`src/rtl/led_driver_pkg.sv`:
```
// led_driver_pkg: command codes and shared constants for the LED-driver serial bus.
package led_driver_pkg;

    typedef enum logic [3:0] {
        CMD_WRTGS     = 4'd1,
        CMD_LATGS     = 4'd3,
        CMD_WRTFC     = 4'd5,
        CMD_LINERESET = 4'd7,
        CMD_READFC    = 4'd11,
        CMD_TMGRST    = 4'd13,
        CMD_FCWRTEN   = 4'd15
    } led_cmd_t;

    localparam int SR_WIDTH_DEFAULT = 48;
    localparam logic [3:0] LAT_CNT_MAX = 4'd15;
    localparam logic [5:0] BIT_CNT_MAX = 6'd63;

    localparam int EDGE_NONE = 0;
    localparam int EDGE_RISE = 1;
    localparam int EDGE_FALL = 2;

    function automatic logic cmd_known(input logic [3:0] c);
        return c == CMD_WRTGS || c == CMD_LATGS || c == CMD_WRTFC || c == CMD_LINERESET ||
               c == CMD_READFC || c == CMD_TMGRST || c == CMD_FCWRTEN;
    endfunction

    function automatic logic cmd_has_data(input logic [3:0] c);
        return c == CMD_WRTGS || c == CMD_LATGS || c == CMD_WRTFC;
    endfunction

endpackage

```
`src/rtl/bit_sync.sv`:
```
// bit_sync: two-flop synchroniser with an optional rising or falling edge pulse.
module bit_sync
    import led_driver_pkg::*;
#(
    parameter int EDGE = EDGE_NONE
) (
    input  logic clk,
    input  logic rst,
    input  logic d,
    output logic q,
    output logic pulse
);

    logic meta;

    always_ff @(posedge clk or negedge rst) begin
        if (!rst) begin
            meta <= 1'b0;
            q    <= 1'b0;
        end else begin
            meta <= d;
            q    <= meta;
        end
    end

    if (EDGE == EDGE_NONE) begin : g_none
        assign pulse = 1'b0;
    end else begin : g_edge
        logic prev;
        always_ff @(posedge clk or negedge rst) begin
            if (!rst) prev <= 1'b0;
            else      prev <= q;
        end
        assign pulse = (EDGE == EDGE_RISE) ? (q & ~prev) : (~q & prev);
    end

endmodule

```
`src/rtl/led_driver_rx.sv`:
```
// led_driver_rx: oversampling decoder for the SCLK/LAT/SIN LED-driver bus.
// Each LAT pulse becomes one command whose code is the number of SCLK rises seen while LAT was high.
module led_driver_rx
    import led_driver_pkg::*;
#(
    parameter int SR_WIDTH          = SR_WIDTH_DEFAULT,
    parameter int NB_LEDS_PER_GROUP = 16,
    localparam int LED_WIDTH        = $clog2(NB_LEDS_PER_GROUP)
) (
    input  logic                 clk,
    input  logic                 rst,
    input  logic                 SCLK,
    input  logic                 LAT,
    input  logic                 SIN,
    output logic                 cmd_valid,
    output logic [3:0]           cmd,
    output logic [SR_WIDTH-1:0]  cmd_data,
    output logic [LED_WIDTH-1:0] gs_index,
    output logic [SR_WIDTH-1:0]  fc_data,
    output logic                 bit_err,
    output logic                 seq_err,
    output logic                 fc_err,
    output logic                 cmd_err
);

    localparam logic [LED_WIDTH-1:0] GS_LAST  = LED_WIDTH'(NB_LEDS_PER_GROUP - 1);
    localparam logic [5:0]           BITS_REQ = 6'(SR_WIDTH);

    logic sclk_lvl_unused, sclk_rise;
    logic lat_s, lat_fall;
    logic sin_s, sin_pulse_unused;

    bit_sync #(.EDGE(EDGE_RISE)) u_sclk (
        .clk(clk), .rst(rst), .d(SCLK), .q(sclk_lvl_unused), .pulse(sclk_rise));
    bit_sync #(.EDGE(EDGE_FALL)) u_lat (
        .clk(clk), .rst(rst), .d(LAT), .q(lat_s), .pulse(lat_fall));
    bit_sync #(.EDGE(EDGE_NONE)) u_sin (
        .clk(clk), .rst(rst), .d(SIN), .q(sin_s), .pulse(sin_pulse_unused));

    logic [SR_WIDTH-1:0]  sr, sr_nxt;
    logic [5:0]           bit_cnt, bit_nxt;
    logic [3:0]           lat_cnt, lat_nxt;
    logic [LED_WIDTH-1:0] gs_cnt;
    logic                 fc_en;
    logic                 gs_at_last;

    // A LAT fall sampled together with an SCLK rise still counts that edge as LAT-high.
    always_comb begin
        sr_nxt     = sclk_rise ? {sr[SR_WIDTH-2:0], sin_s} : sr;
        bit_nxt    = (sclk_rise && bit_cnt != BIT_CNT_MAX) ? bit_cnt + 6'd1 : bit_cnt;
        lat_nxt    = (sclk_rise && (lat_s || lat_fall) && lat_cnt != LAT_CNT_MAX) ? lat_cnt + 4'd1 : lat_cnt;
        gs_at_last = gs_cnt == GS_LAST;
    end

    always_ff @(posedge clk or negedge rst) begin
        if (!rst) begin
            sr        <= '0;
            bit_cnt   <= '0;
            lat_cnt   <= '0;
            gs_cnt    <= '0;
            fc_en     <= 1'b0;
            cmd_valid <= 1'b0;
            cmd       <= '0;
            cmd_data  <= '0;
            gs_index  <= '0;
            fc_data   <= '0;
            bit_err   <= 1'b0;
            seq_err   <= 1'b0;
            fc_err    <= 1'b0;
            cmd_err   <= 1'b0;
        end else begin
            cmd_valid <= lat_fall;
            sr        <= sr_nxt;
            bit_cnt   <= lat_fall ? '0 : bit_nxt;
            lat_cnt   <= lat_fall ? '0 : lat_nxt;
            if (lat_fall) begin
                cmd      <= lat_nxt;
                cmd_data <= sr_nxt;
                fc_en    <= lat_nxt == CMD_FCWRTEN;
                if (!cmd_known(lat_nxt)) cmd_err <= 1'b1;
                if (cmd_has_data(lat_nxt) && bit_nxt != BITS_REQ) bit_err <= 1'b1;
                if (lat_nxt == CMD_WRTFC) begin
                    if (fc_en) fc_data <= sr_nxt;
                    else       fc_err  <= 1'b1;
                end
                // A WRTGS past the last data slot restarts the frame at channel 0.
                if (lat_nxt == CMD_WRTGS) begin
                    gs_index <= gs_at_last ? '0 : gs_cnt;
                    gs_cnt   <= gs_at_last ? LED_WIDTH'(1) : gs_cnt + LED_WIDTH'(1);
                    if (gs_at_last) seq_err <= 1'b1;
                end
                if (lat_nxt == CMD_LATGS) begin
                    gs_index <= GS_LAST;
                    gs_cnt   <= '0;
                    if (!gs_at_last) seq_err <= 1'b1;
                end
                if (lat_nxt == CMD_LINERESET) gs_cnt <= '0;
            end
        end
    end

endmodule

```
`config.mk`:
```
export PLATFORM = sky130hd
export DESIGN_NAME = led_driver_rx
export DESIGN_NICKNAME = d
export VERILOG_FILES = /design/src/rtl/led_driver_pkg.sv /design/src/rtl/bit_sync.sv /design/src/rtl/led_driver_rx.sv
export SDC_FILE = /design/constraint.sdc
export NUM_CORES = 1
export LEC_CHECK = 0
export ABC_AREA = 1
export BUFFER_PORTS_ARGS = -buffer_cell sky130_fd_sc_hd__clkbuf_2
export CAP_MARGIN = 0
export CORE_MARGIN = 5
export CORE_UTILIZATION = 55
export DETAILED_ROUTE_END_ITERATION = 8
export PLACE_DENSITY = 0.78
export SLEW_MARGIN = 20
export SYNTH_ARGS = -nofsm -noshare
export SYNTH_HDL_FRONTEND = slang
export SYNTH_SLANG_ARGS = --single-unit
```
`constraint.sdc`:
```
create_clock -name clk -period 4.4 [get_ports clk]
set_clock_uncertainty 0.15 [all_clocks]
set_input_delay 0.44 -clock clk [delete_from_list [all_inputs] [get_ports clk]]
set_output_delay 0.44 -clock clk [all_outputs]
set_load 0.1 [all_outputs]
```
Word level (Yosys, flattened, before mapping) --
Index checks and enable logic that the tools add are counted. W data, S select, Z words.
Storage, ports and cells: bits in registers 180, bits of input ports 5, output and inout bits 109, logic and storage cells 77
Cells by class: $add $sub $neg 3, equality and inequality tests 11, muxes and demuxes 16, bitwise operators 6, reduce and logical (&&, ||, !) cells 19
Operators by type and width (number):
- $mux W48 | 1
- $mux W4 | 9
- $eq A4 B4 Y1 const B | 4
- $mux W6 | 2
- $ne A6 B6 Y1 const B | 2
- $add A4 B1 Y4 const B | 2
- $eq A4 B3 Y1 const B | 2
- $reduce_and A2 Y1 | 4
- $logic_or A1 B1 Y1 | 7
- $add A6 B1 Y6 const B | 1
- $reduce_and A3 Y1 | 2
- $eq A4 B1 Y1 const B | 1
- $eq A4 B2 Y1 const B | 1
- $logic_and A1 B1 Y1 | 4
- $mux W1 | 4
- $ne A4 B4 Y1 const B | 1
- $not A1 Y1 | 4
- $reduce_bool A3 Y1 | 1
- $and A1 B1 Y1 | 2
- $reduce_bool A2 Y1 | 1

Longest topological paths before layout --
word-level depth 15, mapped depth 12, gate-level depth less buffers 12

Hierarchy --
From an unflattened synthesis, not the netlist that was laid out.
Unflattened totals: cells, all modules 743, area, all modules 7083.0 µm²
Modules (own cells, without submodules):
- led_driver_rx | instances 1, cells each 729, area an instance 6851.6 µm², sequential area each 4304.1 µm²
- bit_sync (u_lat ...) | instances 2, cells each 5, area an instance 85.1 µm², sequential area each 75.1 µm²
- bit_sync (u_sin) | instances 1, cells each 4, area an instance 61.3 µm², sequential area each 50.0 µm²

Worst setup path before layout --
No wires, ideal clock.
path kind reg-to-reg, start point reg lat_cnt[0], end point reg fc_data[10], setup time 0.130 ns, data arrival time 1.617 ns, required time 4.120 ns, path slack 2.502 ns, stages on the path, launching flop included 12, buffers on the path 2, period minus slack after synthesis 1.898 ns, path through dfrtp_1 ha_1 nand3_2 nand3_2 nand2_1 nand2_1 nor2_2 nand4_4 buf_6 buf_6 nand2_1 o21ai_1
Between the ends: longest elaborated chain between the ends 5, elaborated cells on any way between the ends 6, those cells by class 1 x add/sub; 2 x eq/ne; 1 x mux; 2 x reduce/logical
Ends and longest elaborated chain:
- start: declaration | line led_driver_rx.sv:42 | logic [3:0] lat_cnt, lat_nxt;
- start signal: assignment | line led_driver_rx.sv:75 | lat_cnt <= lat_fall ? '0 : lat_nxt;
- branches (longest 2 deep; another with $add A4 B1 Y4)
- $mux W4 * | line led_driver_rx.sv:51 | lat_nxt = (sclk_rise && (lat_s || lat_fall) && lat_cnt != LAT_CNT_MAX) ? lat_cnt + 4'd1 : lat_cnt;
- $eq A4 B3 Y1 * | line led_driver_rx.sv:82 | if (lat_nxt == CMD_WRTFC) begin
- $reduce_and A3 Y1 (no line) *
- end signal: assignment | line led_driver_rx.sv:83 | if (fc_en) fc_data <= sr_nxt;
- end: declaration | line led_driver_rx.sv:19 | output logic [SR_WIDTH-1:0] fc_data,
Every way passes the cells marked *. A chain may end at the register's enable or synchronous reset.

Worst setup path after layout --
start point reg u_sclk.g_edge.prev, end point reg fc_data[8]
Between the ends: longest elaborated chain between the ends 7, elaborated cells on any way between the ends 8, those cells by class 1 x eq/ne; 2 x mux; 2 x bitwise; 3 x reduce/logical
Ends and longest elaborated chain:
- start: declaration | line bit_sync.sv:29 | logic prev;
- start signal: assignment | line bit_sync.sv:32 | else prev <= q;
- $not A1 Y1 * | line bit_sync.sv:34 | assign pulse = (EDGE == EDGE_RISE) ? (q & ~prev) : (~q & prev);
- $and A1 B1 Y1 * | line bit_sync.sv:34
- $logic_and A1 B1 Y1 (2 in series) | line led_driver_rx.sv:51
- $mux W4 | line led_driver_rx.sv:51
- $eq A4 B3 Y1 | line led_driver_rx.sv:82
- $reduce_and A3 Y1 (no line)
Every way passes the cells marked *; elsewhere a longest branch is shown, timed or not.

==> run metrics <==
IO Count 114; Area Overhead vs Synth 18.1%; Avg Cell Area, Syn 9.72 sq um; Worst slew margin 37.7%; Period minus WS final 3.00 ns; crit path max fanout 53; Via Count 5183; final instance area 8400 sq um; sequential element share of the synthesized area 63.3%; DR pass1 iterations 5; worst endpoint required time 4.55 ns; Syn Nets 740; maximum clock rate 0.333 GHz; clk slew on worst S/H paths 0.06 ns; synthesized area 7110 sq um; Pleak 4.14 nW; CP endpoint fc_data[8]$_DFFE_PN0P_; core area 12700 sq um; violated checks hold timing; R2R Setup Slk 1.40 ns; compound-gate portion of the synthesized area 11.2%; crit start category flop; unrepaired setup endpoints after global routing false; share of layout cells above drive strength 1 25.3%; Nets 848; Chip Height 124 um; # diodes 0; Hold/Removal Path Class input pin to asynchronous set/reset pin; CTS tree built; drt total wl 14400 um; initial antenna violation count 0; Wirelength per Cell 14.0 um; CTS buffer count 17; root buf cell clkbuf_16; largest net degree at the start of global routing 126; vias in the first global route 5128; arrival time worst endpoint 3.15 ns; number of fillers in the final layout 1024; Max-Cap Viols 0; Setup TNS 0 ns; worst-margin pin slew 0.935 ns; largest family of logic cells by synthesized area simple AND/OR/NAND/NOR gates; Final Max Tran Viols 0; CP endpoint kind flop; Simple-Gate Fraction of Synth Area 18.2%; total global routing overflow 0; Worst Setup SP u_sclk.g_edge.prev$_DFF_PN0_; DRC 0; clock latency on the worst-skew pair 0.42 ns; post-CTS setup buffers 0; worst vdd ir 0.000484 V; fin crit share 68.2%; reg2reg path depth 9; xor/xnor cell area share of the yosys netlist 0.246%; global-route wire length before repair 24500 um; PwrDens 597 nW/um^2; GP Congestion 0.845; multiplexer share of the synthesized area 0%; final setup fails 0; final hold vios 7; H-tree depth 4; outcome finished, violations left; hold_ws -0.00304 ns; drt initial violations 427; vias per cell 5.06; FP Rows 41; reg2reg start u_sclk.g_edge.prev$_DFF_PN0_; GRT Overall Usage 20.3%; Die Area 15300 sq um; Die W 124 um; Synth Register Bits 180; Post-Place Cell Area 7770 sq um; CTS max path bufs 2; PnR Total Power 5.01 mW; adder and majority gate portion of the synthesized area 0.528%; clk sinks 180; Worst R2R End fc_data[8]$_DFFE_PN0P_; Initial Util 56.1%; Synth Warn # 0; PortBufs 113; Yosys cell types 29; Worst Setup Path Type flop to flop; Final ANT Viol Nets 0; Synth Instances 732; DP HPWL 9660 um
[through the flow]
step | util, % | std cells | setup WS, ns
after global placement | 61.4 | 990 | 1.51
after global routing | 66.3 | 1025 | 1.08
after CTS | 66.3 | 1025 | 1.37
after floorplan | - | 732 | 2.50
final | 66.3 | 1025 | 1.40
after detailed placement | 61.4 | 990 | 1.40
[logic make-up (layout without fill, tap and decap cells)]
logic type	Yosys count	after routing
AO/OA/AOI/OAI	159	159
XOR/XNOR	2	2
adder cells (fa/ha/maj)	3	3
buffers and inverters	111	232
flip-flops	180	180
AND/OR/NAND/NOR	277	277
[power breakdown]
part           total, mW  switching (mW)  internal (mW)  leakage [nW]
registers           2.02           0.134           1.89          2.17
logic               1.49            1.24          0.246          1.68
clock network       1.50           0.616          0.887         0.289
[cell usage after synthesis, drive strengths merged]
| cell | n | area share [%] |
|---|---|---|
| dfrtp | 180 | 63 |
| nand2 | 171 | 9.3 |
| o21ai | 154 | 11 |
| inv | 79 | 4.2 |
| or2 | 48 | 4.2 |
| nor2 | 28 | 2.1 |
| nand3 | 25 | 1.9 |
| clkbuf | 22 | 1.2 |
| buf | 10 | 1.1 |
| a21oi | 4 | 0.28 |
| ha | 3 | 0.53 |
| nand4 | 3 | 0.47 |
| nand3b | 1 | 0.11 |
| nor2b | 1 | 0.088 |
| o21bai | 1 | 0.11 |
| xnor2 | 1 | 0.12 |
| xor2 | 1 | 0.12 |
[worst min path at each step]
stage | end | slack (ns) | depth (start not counted)
after global routing | cmd_data[6]$_DFFE_PN0P_ | 0.09 | 1
after detailed placement | u_sclk.q$_DFF_PN0_ | 0.19 | 0
after global placement | u_sin.q$_DFF_PN0_ | 0.18 | 0
after floorplan | bit_cnt[0]$_DFF_PN0_ | -0.006 | 0
final | cmd_data[9]$_DFFE_PN0P_ | -0.003 | 1
after CTS | cmd_data[10]$_DFFE_PN0P_ | 0.09 | 1
[placed cells by master, fill, tap and decap left out, types with 5 or more instances in the layout]
| master | netlist | routed |
|---|---|---|
| nor2_1 | 21 | 21 |
| o21ai_1 | 43 | 43 |
| or2_2 | 48 | 48 |
| dfrtp_1 | 180 | 180 |
| buf_4 | 0 | 5 |
| o21ai_0 | 111 | 111 |
| nand3_1 | 23 | 23 |
| clkbuf_16 | 0 | 17 |
| inv_1 | 75 | 75 |
| nand2_2 | 5 | 5 |
| nand2_1 | 165 | 165 |
| clkbuf_2 | 1 | 112 |
[sequential cells by signal (all words and copies together) (netlist names), 4 cells and up]
register and cells:
gs_index 4, cmd_data 48, lat_cnt 4, sr 48
cmd 4, bit_cnt 6, fc_data 48, gs_cnt 4
[critical path: stages, from the launching register on]
cell	delay, ns
dfrtp_1	0.44
nor2_8	0.47
nand3_2	0.20
nand2_1	0.09
nand2_1	0.12
nor2_2	0.15
nand4_4	0.53
buf_4	0.52
nand2_1	0.12
o21ai_1	0.07
[timing repair]
item,4_1_cts,5_1_grt
hold endpoints to repair,3,0
resized for setup,0,0
hold buffers,3,0
[cell type report]
class	count	area, sq um	area share [%]
tap	172	215	2.56
multi-input combinational	441	2150	25.6
inverter	79	297	3.53
clock inverter	10	123	1.46
clock buffer	22	474	5.64
timing repair buffer	121	642	7.64
sequential	180	4500	53.6
[per-layer routing]
metal	GRT usage [%]	routed length [um]	up-vias
met1	28.5	6620	2483
met5	0	0	-
li1	-	-	2537
met3	4.86	688	28
met4	7.54	262	0
met2	31.1	6820	135
No activity file was read; power rests on OpenSTA's default activity.
